### config.mk
export PLATFORM = sky130hd
export DESIGN_NAME = ecc_stream_decoder
export DESIGN_NICKNAME = d
export VERILOG_FILES = /design/src/rtl/ecc_pkg.sv /design/src/rtl/ecc_syndrome_calc.sv /design/src/rtl/ecc_stream_decoder.sv
export SDC_FILE = /design/constraint.sdc
export NUM_CORES = 1
export LEC_CHECK = 0
export CORE_MARGIN = 1
export CORE_UTILIZATION = 40
export CTS_BUF_LIST = sky130_fd_sc_hd__clkbuf_4
export DETAILED_ROUTE_END_ITERATION = 12
export HOLD_SLACK_MARGIN = 0.12
export PLACE_DENSITY = 0.71
export SLEW_MARGIN = 20
export SYNTH_ARGS = -nofsm -noshare
export SYNTH_HDL_FRONTEND = slang
export SYNTH_SLANG_ARGS = --single-unit
### constraint.sdc
create_clock -name clk -period 1.75 [get_ports clk]
set_clock_uncertainty 0.15 [all_clocks]
set_input_delay 0.175 -clock clk [delete_from_list [all_inputs] [get_ports clk]]
set_output_delay 0.175 -clock clk [all_outputs]
set_load 0.01 [all_outputs]
### src/rtl/ecc_pkg.sv
// ecc_pkg: shared helpers for the Hamming SEC (optionally SEC-DED) stream decoder.
// Holds the check-bit count derivation, the data-bit to code-position mapping
// and the per-bit syndrome masks used by the syndrome generator.
package ecc_pkg;

    // Widest supported data word and the check bits it needs
    localparam int MAX_DATA_W = 64;
    localparam int MAX_P      = 7;
    localparam int MAX_N      = MAX_DATA_W + MAX_P;

    // Smallest p with 2^p >= data_w + p + 1 (scanned downward so the smallest wins)
    function automatic int calc_p(input int data_w);
        int p;
        p = MAX_P;
        for (int c = MAX_P; c >= 1; c--) begin
            if ((32'sd1 << c) >= (data_w + c + 32'sd1)) begin
                p = c;
            end
        end
        return p;
    endfunction

    // True when a 1-based Hamming position holds a check bit
    function automatic bit is_pow2(input int v);
        return (v != 32'sd0) && ((v & (v - 32'sd1)) == 32'sd0);
    endfunction

    // 0-based codeword index of data bit k (k-th non-power-of-two position)
    function automatic int data_pos(input int k);
        int cnt;
        int res;
        cnt = 32'sd0;
        res = 32'sd0;
        for (int pos = 1; pos <= MAX_N; pos++) begin
            if (!is_pow2(pos)) begin
                if (cnt == k) begin
                    res = pos - 32'sd1;
                end
                cnt = cnt + 32'sd1;
            end
        end
        return res;
    endfunction

    // Codeword indices that feed syndrome bit j: bit j of (index+1) is set
    function automatic logic [MAX_N-1:0] syn_mask(input int j);
        logic [MAX_N-1:0] m;
        for (int i = 0; i < MAX_N; i++) begin
            m[i] = ((((i + 32'sd1) >>> j) & 32'sd1) != 32'sd0);
        end
        return m;
    endfunction

endpackage

### src/rtl/ecc_syndrome_calc.sv
// ecc_syndrome_calc: combinational Hamming syndrome over the DATA_W+P
// Hamming-coded bits. Shared between encoder and decoder so both agree on
// the position layout; the encoder feeds zeros in the check positions.
module ecc_syndrome_calc
    import ecc_pkg::*;
#(
    parameter int DATA_W = 8,
    localparam int P = calc_p(DATA_W),
    localparam int N = DATA_W + P
) (
    input  logic [N-1:0] code,
    output logic [P-1:0] syndrome
);

    for (genvar j = 0; j < P; j++) begin : g_syn
        localparam logic [MAX_N-1:0] MASK = syn_mask(j);
        assign syndrome[j] = ^(code & MASK[N-1:0]);
    end

endmodule

### src/rtl/ecc_stream_decoder.sv
// ecc_stream_decoder: two-stage streaming Hamming decoder with valid/ready
// handshakes and saturating corrected/uncorrectable error counters.
// Optional feature macro: ECC_DED_EN adds an overall even-parity bit at
// in_code[CODE_W-1] and turns the decoder into SEC-DED.
// Stage 1 keeps only the data bits of the codeword; check bits are fully
// consumed by the syndrome computed in the same cycle.
module ecc_stream_decoder
    import ecc_pkg::*;
#(
    parameter int DATA_W = 8,
    parameter int CNT_W  = 16,
    localparam int P = calc_p(DATA_W),
    localparam int N = DATA_W + P,
`ifdef ECC_DED_EN
    localparam int CODE_W = N + 1
`else
    localparam int CODE_W = N
`endif
) (
    input  logic              clk,
    input  logic              rst_n,
    input  logic              in_valid,
    output logic              in_ready,
    input  logic [CODE_W-1:0] in_code,
    output logic              out_valid,
    input  logic              out_ready,
    output logic [DATA_W-1:0] out_data,
    output logic              out_corrected,
    output logic              out_uncorr,
    output logic [P-1:0]      out_syndrome,
    input  logic              clr_cnt,
    output logic [CNT_W-1:0]  corr_cnt,
    output logic [CNT_W-1:0]  uncorr_cnt
);

    localparam logic [CNT_W-1:0] CNT_MAX = {CNT_W{1'b1}};
    localparam logic [P-1:0]     SYN_MAX = P'(N);

    logic              adv_s;
    logic              hs_s;
    logic [P-1:0]      syn_calc_s;
    logic [DATA_W-1:0] raw_data_s;
    logic [DATA_W-1:0] fixed_data_s;
    logic              in_range_s;
    logic              fix_s;
    logic              corr_s;
    logic              unc_s;

    logic              s1_valid_r;
    logic [DATA_W-1:0] s1_data_r;
    logic [P-1:0]      s1_syn_r;

    logic              out_valid_r;
    logic [DATA_W-1:0] out_data_r;
    logic              out_corr_r;
    logic              out_unc_r;
    logic [P-1:0]      out_syn_r;
    logic [CNT_W-1:0]  corr_cnt_r;
    logic [CNT_W-1:0]  uncorr_cnt_r;

`ifdef ECC_DED_EN
    logic pm_calc_s;
    logic s1_pm_r;
    assign pm_calc_s = ^in_code;
`endif

    // Both stages move together; a stalled output freezes the whole pipe
    assign adv_s    = !out_valid_r || out_ready;
    assign hs_s     = out_valid_r && out_ready;
    assign in_ready = adv_s;

    ecc_syndrome_calc #(
        .DATA_W   (DATA_W)
    ) u_syndrome (
        .code     (in_code[N-1:0]),
        .syndrome (syn_calc_s)
    );

    // Data bits are gathered from their Hamming positions; a data bit flips
    // only when the syndrome points exactly at its position
    for (genvar k = 0; k < DATA_W; k++) begin : g_data
        localparam int           POS  = data_pos(k);
        localparam logic [P-1:0] HPOS = P'(POS + 1);
        assign raw_data_s[k]   = in_code[POS];
        assign fixed_data_s[k] = s1_data_r[k] ^ (fix_s && (s1_syn_r == HPOS));
    end

    // Stage 1: capture the raw data bits, syndrome and valid
    always_ff @(posedge clk or negedge rst_n) begin
        if (!rst_n) begin
            s1_valid_r <= 1'b0;
            s1_data_r  <= '0;
            s1_syn_r   <= '0;
`ifdef ECC_DED_EN
            s1_pm_r    <= 1'b0;
`endif
        end else if (adv_s) begin
            s1_valid_r <= in_valid;
            s1_data_r  <= raw_data_s;
            s1_syn_r   <= syn_calc_s;
`ifdef ECC_DED_EN
            s1_pm_r    <= pm_calc_s;
`endif
        end
    end

    // Classify the stage-1 word: clean, correctable or uncorrectable
    always_comb begin
        in_range_s = (s1_syn_r != '0) && (s1_syn_r <= SYN_MAX);
        fix_s      = 1'b0;
        corr_s     = 1'b0;
        unc_s      = 1'b0;
`ifdef ECC_DED_EN
        if (s1_pm_r) begin
            if (s1_syn_r == '0) begin
                // Only the overall parity bit flipped; data is already right
                corr_s = 1'b1;
            end else if (in_range_s) begin
                fix_s  = 1'b1;
                corr_s = 1'b1;
            end else begin
                unc_s  = 1'b1;
            end
        end else begin
            if (s1_syn_r != '0) begin
                // Even overall parity with a nonzero syndrome: double error
                unc_s = 1'b1;
            end else begin
                unc_s = 1'b0;
            end
        end
`else
        if (in_range_s) begin
            fix_s  = 1'b1;
            corr_s = 1'b1;
        end else if (s1_syn_r != '0) begin
            unc_s  = 1'b1;
        end else begin
            unc_s  = 1'b0;
        end
`endif
    end

    // Stage 2: register corrected data and flags; bubbles carry clear flags
    always_ff @(posedge clk or negedge rst_n) begin
        if (!rst_n) begin
            out_valid_r <= 1'b0;
            out_data_r  <= '0;
            out_corr_r  <= 1'b0;
            out_unc_r   <= 1'b0;
            out_syn_r   <= '0;
        end else if (adv_s) begin
            out_valid_r <= s1_valid_r;
            out_data_r  <= fixed_data_s;
            out_corr_r  <= s1_valid_r & corr_s;
            out_unc_r   <= s1_valid_r & unc_s;
            out_syn_r   <= s1_syn_r;
        end
    end

    // Saturating error counters; clear wins over a same-cycle increment
    always_ff @(posedge clk or negedge rst_n) begin
        if (!rst_n) begin
            corr_cnt_r   <= '0;
            uncorr_cnt_r <= '0;
        end else if (clr_cnt) begin
            corr_cnt_r   <= '0;
            uncorr_cnt_r <= '0;
        end else if (hs_s) begin
            if (out_corr_r && (corr_cnt_r != CNT_MAX)) begin
                corr_cnt_r <= corr_cnt_r + {{(CNT_W-1){1'b0}}, 1'b1};
            end
            if (out_unc_r && (uncorr_cnt_r != CNT_MAX)) begin
                uncorr_cnt_r <= uncorr_cnt_r + {{(CNT_W-1){1'b0}}, 1'b1};
            end
        end
    end

    assign out_valid     = out_valid_r;
    assign out_data      = out_data_r;
    assign out_corrected = out_corr_r;
    assign out_uncorr    = out_unc_r;
    assign out_syndrome  = out_syn_r;
    assign corr_cnt      = corr_cnt_r;
    assign uncorr_cnt    = uncorr_cnt_r;

endmodule

Word-level counts from Yosys, hierarchy flattened
Index checks and enable logic that the tools add are counted.
{ "op_classes": {"eq_ne": 10, "magnitude_cmp": 1, "bitwise": 10, "mux": 9, "addsub": 2, "n_reduce_logical": 24} }
{ "ops": {"columns": ["operator", "count"], "rows": [
  ["$mux 16", 6],
  ["$reduce_xor 12->1", 4],
  ["$add 16x1->16 const B", 2],
  ["$ne 16x16->1 const B", 2],
  ["$eq 4x4->1 const B", 4],
  ["$eq 4x3->1 const B", 3],
  ["$logic_and 1x1->1", 12],
  ["$xor 1x1->1", 8],
  ["$reduce_bool 2->1", 3],
  ["$eq 4x2->1 const B", 1],
  ["$le 4x4->1 const B", 1],
  ["$reduce_and 2->1", 2],
  ["$reduce_bool 4->1", 1],
  ["$mux 1", 3],
  ["$and 1x1->1", 2],
  ["$logic_not 1->1", 1],
  ["$logic_or 1x1->1", 1]
]} }
{ "totals": {"elab_cells": 66, "ff_bits": 60, "out_inout_bits": 48} }

Logic depth before layout (Yosys ltp)
Gate-level depths: netlist (run 1).
{ "depth": {"word_depth": 5, "mapped_depth": 5, "depth_no_buf": 5} }

Hierarchy
A second synthesis (run 1) with hierarchy kept.
{ "hier_totals": {"cells_unflattened": 321, "area_unflattened_um2": 3349.5} }
{ "modules_own_cells": {"columns": ["module", "area_per_inst_um2", "cells_per_inst", "seq_area_each_um2", "n_inst"], "rows": [
  ["ecc_stream_decoder", 3174.3, 309, 1501.4, 1],
  ["ecc_syndrome_calc", 175.2, 12, 0.0, 1]
]} }

Worst setup path after synthesis (run 1)
Ideal clock, no wire load.
{ "synth_path": {"path_type": "reg2reg", "startpoint": "reg corr_cnt_r[0], in the netlist corr_cnt[0]", "endpoint": "reg corr_cnt_r[11], in the netlist corr_cnt[11]", "path_buffers": 1, "path_stages_with_launch": 6, "setup_slack_ns": -0.258, "arrival_ns": 1.780, "setup_ns": 0.078, "required_ns": 1.522, "cell_sequence": "dfrtp_1 > nand3_1 > or4_1 > buf_2 > or4_1 > a21oi_1"} }
{ "synth_between": {"elab_chain_cells": 4, "word_cells_on_any_way": 8, "cone_classes": "add/sub (1); eq/ne (1); mux (3); reduce/logical (3)"} }
{ "synth_rtl": {"columns": ["element", "line", "source"], "rows": [
  ["start, declared", "ecc_stream_decoder.sv:58", "logic [CNT_W-1:0] corr_cnt_r;"],
  ["start signal, assigned", "ecc_stream_decoder.sv:171", "corr_cnt_r <= corr_cnt_r + {{(CNT_W-1){1'b0}}, 1'b1};"],
  ["$add 16x1->16 / $ne 16x16->1 (equally long branches)", "ecc_stream_decoder.sv:171, ecc_stream_decoder.sv:170", null],
  ["$mux 16 / $logic_and 1x1->1 (equally long branches)", "ecc_stream_decoder.sv:170", "if (out_corr_r && (corr_cnt_r != CNT_MAX)) begin"],
  ["$mux 16 / $reduce_bool 2->1 (equally long branches)", null, null],
  ["$mux 16 / $reduce_and 2->1 (equally long branches)", null, null]
]} }
Several ways; a longest one is shown, not always the timed one. The select of a mux whose other input is x is not followed.
A chain may end at the register's enable or synchronous reset.

Worst setup path in the final report (run 1)
{ "layout_path": {"startpoint": "reg out_valid_r, in the netlist out_valid", "endpoint": "reg uncorr_cnt_r[9], in the netlist uncorr_cnt[9]"} }
{ "layout_between": {"elab_chain_cells": 3} }
{ "layout_rtl": {"columns": ["element", "line", "source"], "rows": [
  ["start, declared", "ecc_stream_decoder.sv:53", "logic out_valid_r;"],
  ["start signal, assigned", "ecc_stream_decoder.sv:153", "out_valid_r <= s1_valid_r;"],
  ["$logic_and 1x1->1", "ecc_stream_decoder.sv:69", "assign hs_s = out_valid_r && out_ready;"],
  ["$reduce_bool 2->1 (no source line)", null, null],
  ["$reduce_and 2->1 (no source line)", null, null],
  ["end signal, assigned", "ecc_stream_decoder.sv:174", "uncorr_cnt_r <= uncorr_cnt_r + {{(CNT_W-1){1'b0}}, 1'b1};"],
  ["end, declared", "ecc_stream_decoder.sv:59", "logic [CNT_W-1:0] uncorr_cnt_r;"]
]} }
No other way between the ends.

==> impl_metrics.py, run 1 <==
metrics = {
    "status": {
        "status": "finished, violations left",
        "violations": "negative setup slack",
    },
    "route": {
        "vias": 3038,
        "ant_nets": 0,
        "drt-pass1-iter-count": 4,
        "routed_wl_um": 8670,
        "avgRoutedWirePerCell_um": 15.3,
        "drc": 0,
        "vias_per_cell": 5.38,
        "drtIter0Drc": 99,
    },
    "cts": {
        "htreeDepth": 3,
        "cts_buffers": 9,
        "clk_pin_slew_ns": 0.11,
        "cts.sinks": 60,
        "clock-root-buffer": "clkbuf_4",
        "clockBufferDepth": 2,
        "clk_latency_ns": 0.40,
        "cts_tree": "built",
    },
    "hold_path": {
        "hold_path.class": "in -> async",
    },
    "floorplan": {
        "die-width_um": 91.1,
        "rows": 32,
        "num_io_pins": 65,
        "die_h_um": 91.1,
        "die_area_mm2": 0.00831,
        "coreArea_mm2": 0.00769,
        "start_util": 0.413,
    },
    "yosys": {
        "synth_cell_types": 39,
        "syn_nets": 334,
        "synthCells": 315,
        "ys_ff_latch": 60,
        "yosys_most_used_dff": "dfrtp_1",
        "ys_seq_area_frac": 0.472,
        "yosys_warnings": 0,
        "ys_async_sr_fraction": 1.00,
        "synth_area_per_cell_um2": 10.1,
        "syn_area_mm2": 0.00318,
        "synth-edff-count": 0,
    },
    "critical_path": {
        "worstPathMaxFanout": 5,
        "start_kind": "register",
        "cp.required_ns": 1.87,
        "critPathKind": "reg -> reg",
        "cp-end-kind": "register",
        "r2r_setup_slack_ns": -0.12,
        "arrival_ns": 1.99,
    },
    "placement": {
        "dp.cells": 531,
        "io_buffer_count": 64,
        "dp_hpwl_um": 5510,
        "gp_routability_congestion": 0.838,
        "pre_cts_ws_ns": -0.431,
        "dpl_cell_area_mm2": 0.00450,
    },
    "sta": {
        "setup_viol": 18,
        "rsz0062_at_grt": "yes",
        "fmax_ghz": 0.535,
        "period_needed_ns": 1.87,
        "period_share": 1.07,
        "drv_slew": 0,
        "fin_ws_ns": -0.120,
        "hold_viol_final": 0,
        "max_slew_margin": 0.705,
        "tightest_slew_ns": 0.437,
    },
    "run": {
        "cap_violations": 0,
    },
    "final_layout": {
        "layout_commonest_cell": "buf_4",
        "area_growth_syn_to_layout_pct": 61.3,
        "fin_cells": 565,
        "drive_gt1_frac": 0.410,
        "final_cell_area_mm2": 0.00512,
        "n_antenna_cell": 0,
        "fin_util": 0.667,
        "final_cell_mix": "buf_4 (73), dfrtp_1 (54), clkdlybuf4s50_1 (32)",
        "nNetsFinal": 477,
    },
    "global_route": {
        "grt_pass1_wl_um": 13900,
        "antenna_found_initial": 0,
        "overflow": 0,
        "first_global_vias": 2959,
        "grt_use_total": 0.209,
        "grt_max_degree": 61,
    },
    "power": {
        "p_leak_nw": 2.27,
        "power_density_mw_per_mm2": 733,
        "finalPower_mw": 3.76,
        "max-vdd-ir-drop_mv": 0.431,
    },
}
-- worst max-delay path, cell delays in order (launching register included) --
cell	delay, ns
dfrtp_1	0.38
and3_4	0.21
nand4_1	0.16
buf_4	0.20
buf_6	0.13
o41ai_1	0.44
a21oi_2	0.09
-- metal layers --
layer  part of all wire  vias to the layer above  track usage
li1                   -                     1431            -
met1               0.42                     1518        0.251
met2               0.52                       70        0.371
met3              0.043                       19       0.0369
met4              0.020                        0       0.0780
met5                  0                        -            0
-- where the power goes --
group / internal (mW) / total, mW / leakage, nW / switching [mW]
clock: 0.729 / 1.23 / 0.0955 / 0.504
sequential: 1.54 / 1.71 / 0.770 / 0.167
combinational: 0.473 / 0.811 / 1.41 / 0.338
-- cell usage after synthesis, types with 6 or more instances --
| cell | instances | area share |
|---|---|---|
| dfrtp_1 | 60 | 0.47 |
| mux2_2 | 27 | 0.096 |
| nand2_1 | 26 | 0.031 |
| a21oi_1 | 19 | 0.030 |
| nor2_1 | 17 | 0.020 |
| xnor2_1 | 16 | 0.044 |
| o21ai_0 | 15 | 0.024 |
| clkbuf_1 | 14 | 0.017 |
| nor2b_1 | 12 | 0.024 |
| or4_1 | 11 | 0.026 |
| nand4_1 | 9 | 0.018 |
| inv_1 | 8 | 0.0094 |
| nand3_1 | 8 | 0.013 |
| o31ai_1 | 8 | 0.019 |
| xor2_1 | 8 | 0.022 |
| a211oi_1 | 6 | 0.014 |
-- flip-flops by register name, indices dropped and copies added (netlist names) --
name and cells:
s1_valid_r 1, uncorr_cnt 16, s1_data_r 8, out_corrected 1
out_uncorr 1, corr_cnt 16, out_data 8, out_syndrome 4
s1_syn_r 4, out_valid 1
-- repair_timing --
item	in CTS	in global routing
hold buffers	1	0
pin swaps	20	16
setup buffers	10	6
endpoints found under the setup margin	52	36
resized for setup	52	57
hold endpoints to repair	60	0
cloned	1	1
-- stage by stage --
stage                     setup TNS (ns)  hold slack [ns]
final                              -1.18            0.139
after detailed placement          -10.24           0.0601
after global routing               -3.01            0.187
after CTS                         -0.902            0.160
after floorplan                    -2.00           -0.271
after global placement             -9.85           0.0616
-- layout make-up --
cell class                 count  area [um2]
fill                         589        2560
sequential                    60        1510
clock inverter                 6         103
tap                          102         128
timing repair buffer         147        1280
clock buffer                  10        75.1
inverter                       8        30.0
multi-input combinational    232        2000
-- cell families after synthesis --
group           after synthesis  synth area share
compound gates               57             0.110
mux                          29             0.102
fa+ha+maj                     2           0.00787
flops                        60             0.472
buf+inv                      24            0.0287
simple gates                119             0.213
xor+xnor                     24            0.0661
-- worst paths after layout --
check                       startpoint       endpoint  cells past startpoint
max in group asynchronous        rst_n    corr_cnt[0]                      3
hold reg to reg            out_data[6]    out_data[6]                      2
min in group clk              in_valid     s1_valid_r                      2
setup / recovery             out_valid  uncorr_cnt[9]                      6
setup reg to reg             out_valid  uncorr_cnt[9]                      6
hold / removal                   rst_n   corr_cnt[12]                      3
Note: power is estimated with default switching activity, not from simulation.
==> run 2: changes to the inputs <==
- CAP_MARGIN: unset -> 40
==> results of run 2 <==
Final layout, timing and power as in run 1 (identical DEF).
